<file path="src/rtl/stream_arb_pkg.sv">
// Purpose: shared types and limits for the stream round-robin arbiter.
// Latency: n/a (declarations only).
// Backpressure: n/a (declarations only).
package stream_arb_pkg;

    // Packet-lock FSM states, used only when STREAM_ARB_LOCK_EN is defined
    typedef enum logic {
        IDLE   = 1'b0,
        LOCKED = 1'b1
    } arb_state_e;

    localparam int MAX_NUM_REQ = 16;

endpackage

</file>
<file path="src/rtl/rr_pick.sv">
// Purpose: combinational round-robin first-one finder, searching upward from start_i with wrap.
// Latency: purely combinational, zero cycles.
// Backpressure: none; found_o is low when no request bit is set.
module rr_pick
    import stream_arb_pkg::*;
#(
    parameter int NUM_REQ = 4,
    parameter int IDX_W   = $clog2(NUM_REQ)
) (
    input  logic [NUM_REQ-1:0] req_i,
    input  logic [IDX_W-1:0]   start_i,
    output logic [IDX_W-1:0]   grant_o,
    output logic               found_o
);

    // Walk the requests from start_i, wrapping modulo NUM_REQ; first set bit wins
    always_comb begin
        int cand;
        cand    = 0;
        grant_o = '0;
        found_o = 1'b0;
        for (int k = 0; k < NUM_REQ; k++) begin
            cand = int'(start_i) + k;
            if (cand >= NUM_REQ) begin
                cand = cand - NUM_REQ;
            end
            if (!found_o && req_i[cand]) begin
                found_o = 1'b1;
                grant_o = IDX_W'(cand);
            end
        end
    end

endmodule

</file>
<file path="src/rtl/stream_rr_arbiter.sv">
// Purpose: round-robin arbiter sharing one registered valid/ready stream among NUM_REQ requesters
//          (optional packet lock when STREAM_ARB_LOCK_EN is defined).
// Latency: accepted input beat appears on the output one cycle later; one beat per cycle sustained.
// Backpressure: all req_ready_o drop combinationally when the output register is full and out_ready_i=0.
module stream_rr_arbiter
    import stream_arb_pkg::*;
#(
    parameter int NUM_REQ    = 4,
    parameter int DATA_WIDTH = 32,
    parameter int IDX_W      = $clog2(NUM_REQ)
) (
    input  logic                          clk_i,
    input  logic                          rst_i,
    input  logic [NUM_REQ*DATA_WIDTH-1:0] req_data_i,
    input  logic [NUM_REQ-1:0]            req_valid_i,
    input  logic [NUM_REQ-1:0]            req_last_i,
    output logic [NUM_REQ-1:0]            req_ready_o,
    output logic [DATA_WIDTH-1:0]         out_data_o,
    output logic                          out_last_o,
    output logic [IDX_W-1:0]              out_src_o,
    output logic                          out_valid_o,
    input  logic                          out_ready_i
);

`ifdef SIMULATION
    initial begin
        if (NUM_REQ < 2 || NUM_REQ > MAX_NUM_REQ || DATA_WIDTH < 1) begin
            $fatal(1, "stream_rr_arbiter: illegal parameters NUM_REQ=%0d DATA_WIDTH=%0d",
                   NUM_REQ, DATA_WIDTH);
        end
    end
`endif

    logic [IDX_W-1:0]      ptr_q, ptr_d;
    logic [DATA_WIDTH-1:0] out_data_q, out_data_d;
    logic                  out_last_q, out_last_d;
    logic [IDX_W-1:0]      out_src_q, out_src_d;
    logic                  out_valid_q, out_valid_d;

    logic [IDX_W-1:0]      pick_idx;
    logic                  pick_found;
    logic [IDX_W-1:0]      grant;
    logic                  grant_vld;
    logic                  stage_free;
    logic                  accept;
    logic [DATA_WIDTH-1:0] sel_data;
    logic                  sel_last;
    logic [IDX_W-1:0]      grant_nxt;

    rr_pick #(
        .NUM_REQ (NUM_REQ),
        .IDX_W   (IDX_W)
    ) u_pick (
        .req_i   (req_valid_i),
        .start_i (ptr_q),
        .grant_o (pick_idx),
        .found_o (pick_found)
    );

`ifdef STREAM_ARB_LOCK_EN
    arb_state_e       state_q, state_d;
    logic [IDX_W-1:0] lock_idx_q, lock_idx_d;

    // While locked the grant is pinned to the packet owner; other valids are ignored
    always_comb begin
        grant     = pick_idx;
        grant_vld = pick_found;
        if (state_q == LOCKED) begin
            grant     = lock_idx_q;
            grant_vld = req_valid_i[lock_idx_q];
        end
    end
`else
    // Per-beat arbitration: the picker result is used directly
    always_comb begin
        grant     = pick_idx;
        grant_vld = pick_found;
    end
`endif

    assign stage_free = !out_valid_q || out_ready_i;
    assign accept     = stage_free && grant_vld && !rst_i;
    assign grant_nxt  = (grant == IDX_W'(NUM_REQ - 1)) ? '0 : grant + IDX_W'(1);

    // One-hot ready toward the granted requester, plus payload/last mux from it
    always_comb begin
        req_ready_o = '0;
        sel_data    = '0;
        sel_last    = 1'b0;
        for (int g = 0; g < NUM_REQ; g++) begin
            if (IDX_W'(g) == grant) begin
                req_ready_o[g] = accept;
                sel_data       = req_data_i[g*DATA_WIDTH +: DATA_WIDTH];
                sel_last       = req_last_i[g];
            end
        end
    end

    // Output register: load on input transfer, drain on output transfer, replace with no bubble
    always_comb begin
        out_data_d  = out_data_q;
        out_last_d  = out_last_q;
        out_src_d   = out_src_q;
        out_valid_d = out_valid_q;
        if (accept) begin
            out_data_d  = sel_data;
            out_last_d  = sel_last;
            out_src_d   = grant;
            out_valid_d = 1'b1;
        end else if (out_ready_i) begin
            out_valid_d = 1'b0;
        end
    end

`ifdef STREAM_ARB_LOCK_EN
    // Pointer and lock FSM: hold the grant across a packet, advance the pointer past it on last
    always_comb begin
        ptr_d      = ptr_q;
        state_d    = state_q;
        lock_idx_d = lock_idx_q;
        if (accept) begin
            if (sel_last) begin
                ptr_d   = grant_nxt;
                state_d = IDLE;
            end else if (state_q == IDLE) begin
                state_d    = LOCKED;
                lock_idx_d = grant;
            end
        end
    end

    // Lock state registers
    always_ff @(posedge clk_i) begin
        if (rst_i) begin
            state_q    <= IDLE;
            lock_idx_q <= '0;
        end else begin
            state_q    <= state_d;
            lock_idx_q <= lock_idx_d;
        end
    end
`else
    // Pointer moves past every accepted beat's source
    always_comb begin
        ptr_d = ptr_q;
        if (accept) begin
            ptr_d = grant_nxt;
        end
    end
`endif

    // Pointer and output stage registers
    always_ff @(posedge clk_i) begin
        if (rst_i) begin
            ptr_q       <= '0;
            out_data_q  <= '0;
            out_last_q  <= 1'b0;
            out_src_q   <= '0;
            out_valid_q <= 1'b0;
        end else begin
            ptr_q       <= ptr_d;
            out_data_q  <= out_data_d;
            out_last_q  <= out_last_d;
            out_src_q   <= out_src_d;
            out_valid_q <= out_valid_d;
        end
    end

    assign out_data_o  = out_data_q;
    assign out_last_o  = out_last_q;
    assign out_src_o   = out_src_q;
    assign out_valid_o = out_valid_q;

endmodule

</file>
<file path="config.mk">
export PLATFORM = sky130hd
export DESIGN_NAME = stream_rr_arbiter
export DESIGN_NICKNAME = d
export VERILOG_FILES = /design/src/rtl/stream_arb_pkg.sv /design/src/rtl/rr_pick.sv /design/src/rtl/stream_rr_arbiter.sv
export SDC_FILE = /design/constraint.sdc
export NUM_CORES = 1
export LEC_CHECK = 0
export ABC_CLOCK_PERIOD_IN_PS = 3400
export BUFFER_PORTS_ARGS = -buffer_cell sky130_fd_sc_hd__buf_2
export CAP_MARGIN = 10
export CORE_MARGIN = 2
export CORE_UTILIZATION = 30
export DETAILED_ROUTE_END_ITERATION = 16
export GPL_TIMING_DRIVEN = 0
export PLACE_DENSITY = 0.65
export SYNTH_ARGS = -nofsm -noshare
export SYNTH_HDL_FRONTEND = slang
export SYNTH_SLANG_ARGS = --single-unit
</file>
<file path="constraint.sdc">
create_clock -name clk_i -period 3.4 [get_ports clk_i]
set_clock_uncertainty 0.2 [all_clocks]
set_input_delay 0.17 -clock clk_i [delete_from_list [all_inputs] [get_ports clk_i]]
set_output_delay 0.17 -clock clk_i [all_outputs]
set_load 0.005 [all_outputs]
</file>
==> results of run 1 <==
cells by family after synthesis:
logic type      count (synthesis)
buf+inv                        69
flops                          38
compound gates                174
simple gates                   25
fa+ha+maj                       4
cell usage after synthesis (4+ instances only):
| master | n | area (µm²) |
|---|---|---|
| a21oi_1 | 93 | 465 |
| inv_1 | 35 | 131 |
| clkbuf_1 | 20 | 75.1 |
| a221oi_1 | 33 | 289 |
| ha_1 | 4 | 50.1 |
| buf_2 | 7 | 35.0 |
| nor2_1 | 4 | 15.0 |
| and2_1 | 4 | 25.0 |
| a21oi_2 | 8 | 70.1 |
| a211o_1 | 32 | 280 |
| dfxtp_1 | 38 | 761 |
| nor2b_1 | 5 | 31.3 |
final timing paths:
kind,to,slack (ns),cells past startpoint
min,out_data_o[31],0.01,4
min reg2reg,out_src_o[0],0.27,2
max,req_ready_o[3],0.33,9
max reg2reg,out_data_o[17],0.60,8
metal layers:
layer  up-vias  global-route usage
li1       1582                   -
met1      1513               0.277
met2       147               0.388
met3        18              0.0345
met4         0              0.0664
met5         -                   0
critical path: cells and delay by family (launching register included):
family                     cells  cell delay [ns]
buffers and inverters          3             0.89
AOI/OAI and AO/OA              2             0.50
and+or+nand+nor                3             0.39
adders and majority gates      1             0.25
DFF                            1             0.37
cell type report:
| cell class | count | area, µm² | area share |
|---|---|---|---|
| plain buffers | 33 | 159 | 0.0413 |
| clock buffers | 7 | 76.3 | 0.0198 |
| inverters | 36 | 135 | 0.0351 |
| multi-input cells | 203 | 1370 | 0.356 |
| flip-flops and latches | 38 | 761 | 0.198 |
| well taps | 102 | 128 | 0.0331 |
| repair buffers | 211 | 1220 | 0.317 |
what timing repair did:
action / in CTS / in global routing
setup buffers: 0 / 0
setup endpoints to repair: 0 / 0
hold buffers: 33 / 0
endpoints found under the hold margin: 33 / 0
through the flow:
stage	instance area, µm²	setup WS, ns	utilization
after floorplan	2420	0.974	-
after global placement	3440	0.612	0.443
after detailed placement	3440	0.577	0.443
after CTS	3850	0.296	0.496
after global routing	3850	0.0907	0.496
final	3850	0.327	0.496
registers in the layout, indices dropped and copies added, names as in the netlist:
register and flops:
out_valid_o 1, out_data_o 32, out_last_o 1, out_src_o 2, ptr_q 2
power by group through the flow:
stage / registers, µW / logic (µW) / clock network (µW)
after floorplan: 613 / 652 / 0
after global placement: 608 / 1020 / 0
after detailed placement: 608 / 1040 / 0
after CTS: 599 / 1070 / 304
after global routing: 611 / 1200 / 323
final: 601 / 1080 / 299
==> results.md, run 1 <==
* Most frequent cells in the layout: buf_2, a21oi_1, dfxtp_1
* Area grow syn2layout at 58.8%
* Synth Instances at 310
* Final setup vio count at 0
* WL met2 at 4.89 mm
* Int Pwr at 1190 µW
* Most common cell after layout, fill and taps aside: buf_2
* Hold Crit Class: input port to register
* DP Wirelength at 7.52 mm
* Routed via count at 3,260
* PwrDens at 513 nW/µm²
* CTS Buf Count at 5
* Final hold slack at 0.0146 ns
* Nets at 671
* Largest family of logic cells by synthesized area: compound AO/OA/AOI/OAI gates
* Min Tclk post-route at 3.07 ns
* Setup TNS at 0 ns
* Post-synthesis adder-cell area fraction at 0.0206
* Placed cells at 590
* Gr ovfl total at 0
* Final WL at 9.97 mm
* Ant. Diodes at 0
* DRC at 0
* Comb power frac at 0.544
* Syn Area/Cell at 7.82 µm²
* Startpoint types: register
* Critical path endpoint category: output port
* Filler cells at 788
* Crit share post-route at 0.904
* Worst Setup SP: ptr_q[0]
* Full die area at 8820 µm²
* Post-synth top flop: dfxtp_1
* Met3 wire length at 640 µm
* Max-cap violations at 0
* Final Wtd Congestion at 0.813
* Post-synthesis sequential area ratio at 0.314
* Tightest Pin Transition at 0.598 ns
* Core Box Area at 7770 µm²
* Syn nets at 453
* CP Max Fanout at 10
* Initial antenna violation count at 0
* Critical path class: register to output port
* Slew margin rel. at 0.600
* First-pass GRT wire length at 15.3 mm
* Synth cell types at 29
* Number of placed I/O pins at 179
* Fraction of registers with async set/reset at 0
* Layout cells sized above 1 at 0.392
* Final Hold Fails at 0
* Die width at 93.9 µm
* Most frequent CP cell: buf_2
* Net Switching at 787 µW
* Post_cts resized at 0
* Hold_sp: req_data_i[95]
* Slowest-stage cell, CP: clkbuf_1
* CP max stage delay at 0.44 ns
* Peak VDD IR at 0.000199 V
* Iteration-0 DRC Markers at 98
* Starting density of the core at 0.312
* Pwr Total at 1980 µW
* Sw Ratio at 0.398
* Post-Syn Area at 2420 µm²
* CP cell instances: nor2b_1, a21o_1, a221o_1, nor2_1, ha_1, clkbuf_1, buf_2, and2_1, buf_2
* Post-synth EDFFs at 0
* CTS clk-pin slew, worst paths at 0.07 ns
* FP Rows at 32
* H-tree levels at 2
* CTS tree: yes
* Reg2Reg Launch Point: ptr_q[1]
* PortBufs at 178
* Multiplexer share of the synthesized area at 0
* Clock Latency Late Sink at 0.29 ns
* Sequential power share at 0.304
* DRT met1 WL at 4.24 mm
* Vias in the first global route at 3,215
* Largest net degree at the start of global routing at 11
* Drt wl/cell at 15.8 µm
* Simple-gate share of the synthesized area at 0.0655
* Synthesis-stage register bit count at 38
* Max Used Layer: met4
* Max Freq at 325 MHz
* Synth Warn # at 0
* Status: finished clean
* Worst EP arrival at 2.70 ns
* Tot GR Track Use at 0.221
* Post-synthesis compound-gate area fraction at 0.479
* Die Y-Extent at 93.9 µm
* Final Max Slew Viols at 0
* Leakage at 0.00196 µW
* First-pass DRT Iterations at 4
* Final std cells w/o fill at 630
* Clk pwr share at 0.151
* Post-Synth XOR/XNOR Area at 0
* Worst EP required at 3.03 ns
* Clk sinks at 38
* Antenna viol nets, final at 0
* Unrepaired setup endpoints after global routing: no
* Root Buffer: clkbuf_8
* Maximum root-to-sink buffer count at 2
* Via density per instance at 5.17
No activity file was read; power rests on OpenSTA's default activity.
==> inputs of run 2 (changes only) <==
- CORE_MARGIN: 2 -> not set
==> results.md, run 2 (synthesis results as in run 1) <==
* Net Switching at 778 µW
* Most frequent CP cell: buf_2
* Initial antenna violation count at 0
* Slowest-stage cell, CP: clkbuf_1
* H-tree levels at 2
* Routed via count at 3,228
* CTS tree: yes
* Critical path class: register to output port
* Slew margin rel. at 0.615
* Final WL at 9.60 mm
* DRC at 0
* CP max stage delay at 0.45 ns
* Number of placed I/O pins at 179
* PwrDens at 509 nW/µm²
* Most common cell after layout, fill and taps aside: buf_2
* Root Buffer: clkbuf_8
* Antenna viol nets, final at 0
* Peak VDD IR at 0.000254 V
* Met3 usage at 0.0340
* Critical path endpoint category: output port
* Most frequent cells in the layout: buf_2, a21oi_1, dfxtp_1
* Layout cells sized above 1 at 0.396
* Comb power frac at 0.544
* Delay-heaviest family, CP: buffers and inverters
* Worst EP required at 3.03 ns
* Die Y-Extent at 91.9 µm
* CTS clk-pin slew, worst paths at 0.08 ns
* Drt wl/cell at 15.2 µm
* Clk pwr share at 0.152
* CP Max Fanout at 10
* Filler cells at 810
* FP Rows at 32
* Ant. Diodes at 0
* Sequential power share at 0.305
* Startpoint types: register
* Worst EP arrival at 2.76 ns
* First-pass GRT wire length at 14.9 mm
* Gr ovfl total at 0
* Starting density of the core at 0.312
* PortBufs at 178
* Unrepaired setup endpoints after global routing: no
* CP cell instances: nor2b_1, a21o_1, a221o_1, nor2_1, ha_1, clkbuf_1, buf_2, and2_1, buf_2
* Setup repair bufs after CTS at 0
* Nets at 671
* Status: finished clean
* Met2 Track Usage GR at 0.397
* Post-DP Area at 3440 µm²
* Core Box Area at 7770 µm²
* Vias in the first global route at 3,107
* Sw Ratio at 0.397
* FF/Latch Area at 761 µm²
* Leakage at 0.00197 µW
* Max Freq at 320 MHz
* Max reg flops at 32
* Tightest Pin Transition at 0.576 ns
* Worst Path Buf+Inv at 3
* Via density per instance at 5.12
* Full die area at 8450 µm²
* DP Wirelength at 7.18 mm
* Area grow syn2layout at 58.9%
* Final Cell Area at 3850 µm²
* Setup TNS at 0 ns
* Min Tclk post-route at 3.13 ns
* Final Hold Fails at 0
* Hold Crit Class: input port to register
* CTS Buf Count at 5
* Max-cap violations at 0
* Clk sinks at 38
* Crit share post-route at 0.919
* First-pass DRT Iterations at 6
* Die width at 91.9 µm
* Final Wtd Congestion at 0.829
* Multi-input logic area at 1370 µm²
* Most crowded layer after global routing: met2
* Iteration-0 DRC Markers at 107
* Final setup vio count at 0
* Largest net degree at the start of global routing at 12
* Int Pwr at 1180 µW
* Clock Latency Late Sink at 0.28 ns
* Maximum root-to-sink buffer count at 2
* Met1 GRT Util at 0.275
* Final Max Slew Viols at 0
* Tot GR Track Use at 0.223
==> run 2: path summary, 6_finish.rpt <==
kind,startpoint,endpoint,slack (ns),cells past startpoint
max,ptr_q[0],req_ready_o[3],0.27,9
min,req_data_i[111],out_data_o[15],0.01,3
max reg2reg,ptr_q[0],out_data_o[4],0.53,9
min reg2reg,out_src_o[0],out_src_o[0],0.28,2
==> run 2: what timing repair did <==
action	CTS	global route
resized for setup	0	0
endpoints found under the hold margin	33	0
hold buffers	33	0
==> run 2: tightest hold or removal path: stages <==
cell and delay (ns):
buf_2 0.08, a21oi_1 0.05, a21oi_1 0.14
==> run 2: routing by layer <==
layer	part of all wire	vias up
met1	0.43	1508
met4	0.012	0
li1	-	1588
met5	0	-
met3	0.055	13
met2	0.50	119
==> run 2: through the flow <==
step | setup WS [ns] | cells | power [µW] | util | hold WS (ns)
floorplan | 0.974 | 310 | 1260 | - | 0.0424
global placement | 0.597 | 590 | 1620 | 0.443 | 0.195
detailed placement | 0.512 | 590 | 1640 | 0.443 | 0.209
CTS | 0.263 | 630 | 1970 | 0.496 | 0.00335
global route | 0.0852 | 630 | 2120 | 0.496 | 0.00291
finish | 0.275 | 630 | 1960 | 0.496 | 0.0121
==> run 2: cell type report <==
class                           instances  share of cell area
Buffer                                 33              0.0412
Clock buffer                            5              0.0179
Clock inverter                          2             0.00260
Inverter                               36              0.0351
Multi-Input combinational cell        203               0.356
Sequential cell                        38               0.197
Tap cell                              102              0.0331
Timing Repair Buffer                  211               0.317
==> run 2: power groups by stage <==
| stage | registers, µW | clock network, µW | logic, µW |
|---|---|---|---|
| 2_1_floorplan | 613 | 0 | 652 |
| 3_3_place_gp | 603 | 0 | 1020 |
| 3_5_place_dp | 606 | 0 | 1040 |
| 4_1_cts | 597 | 309 | 1070 |
| 5_1_grt | 609 | 328 | 1190 |
| 6_report | 598 | 298 | 1070 |
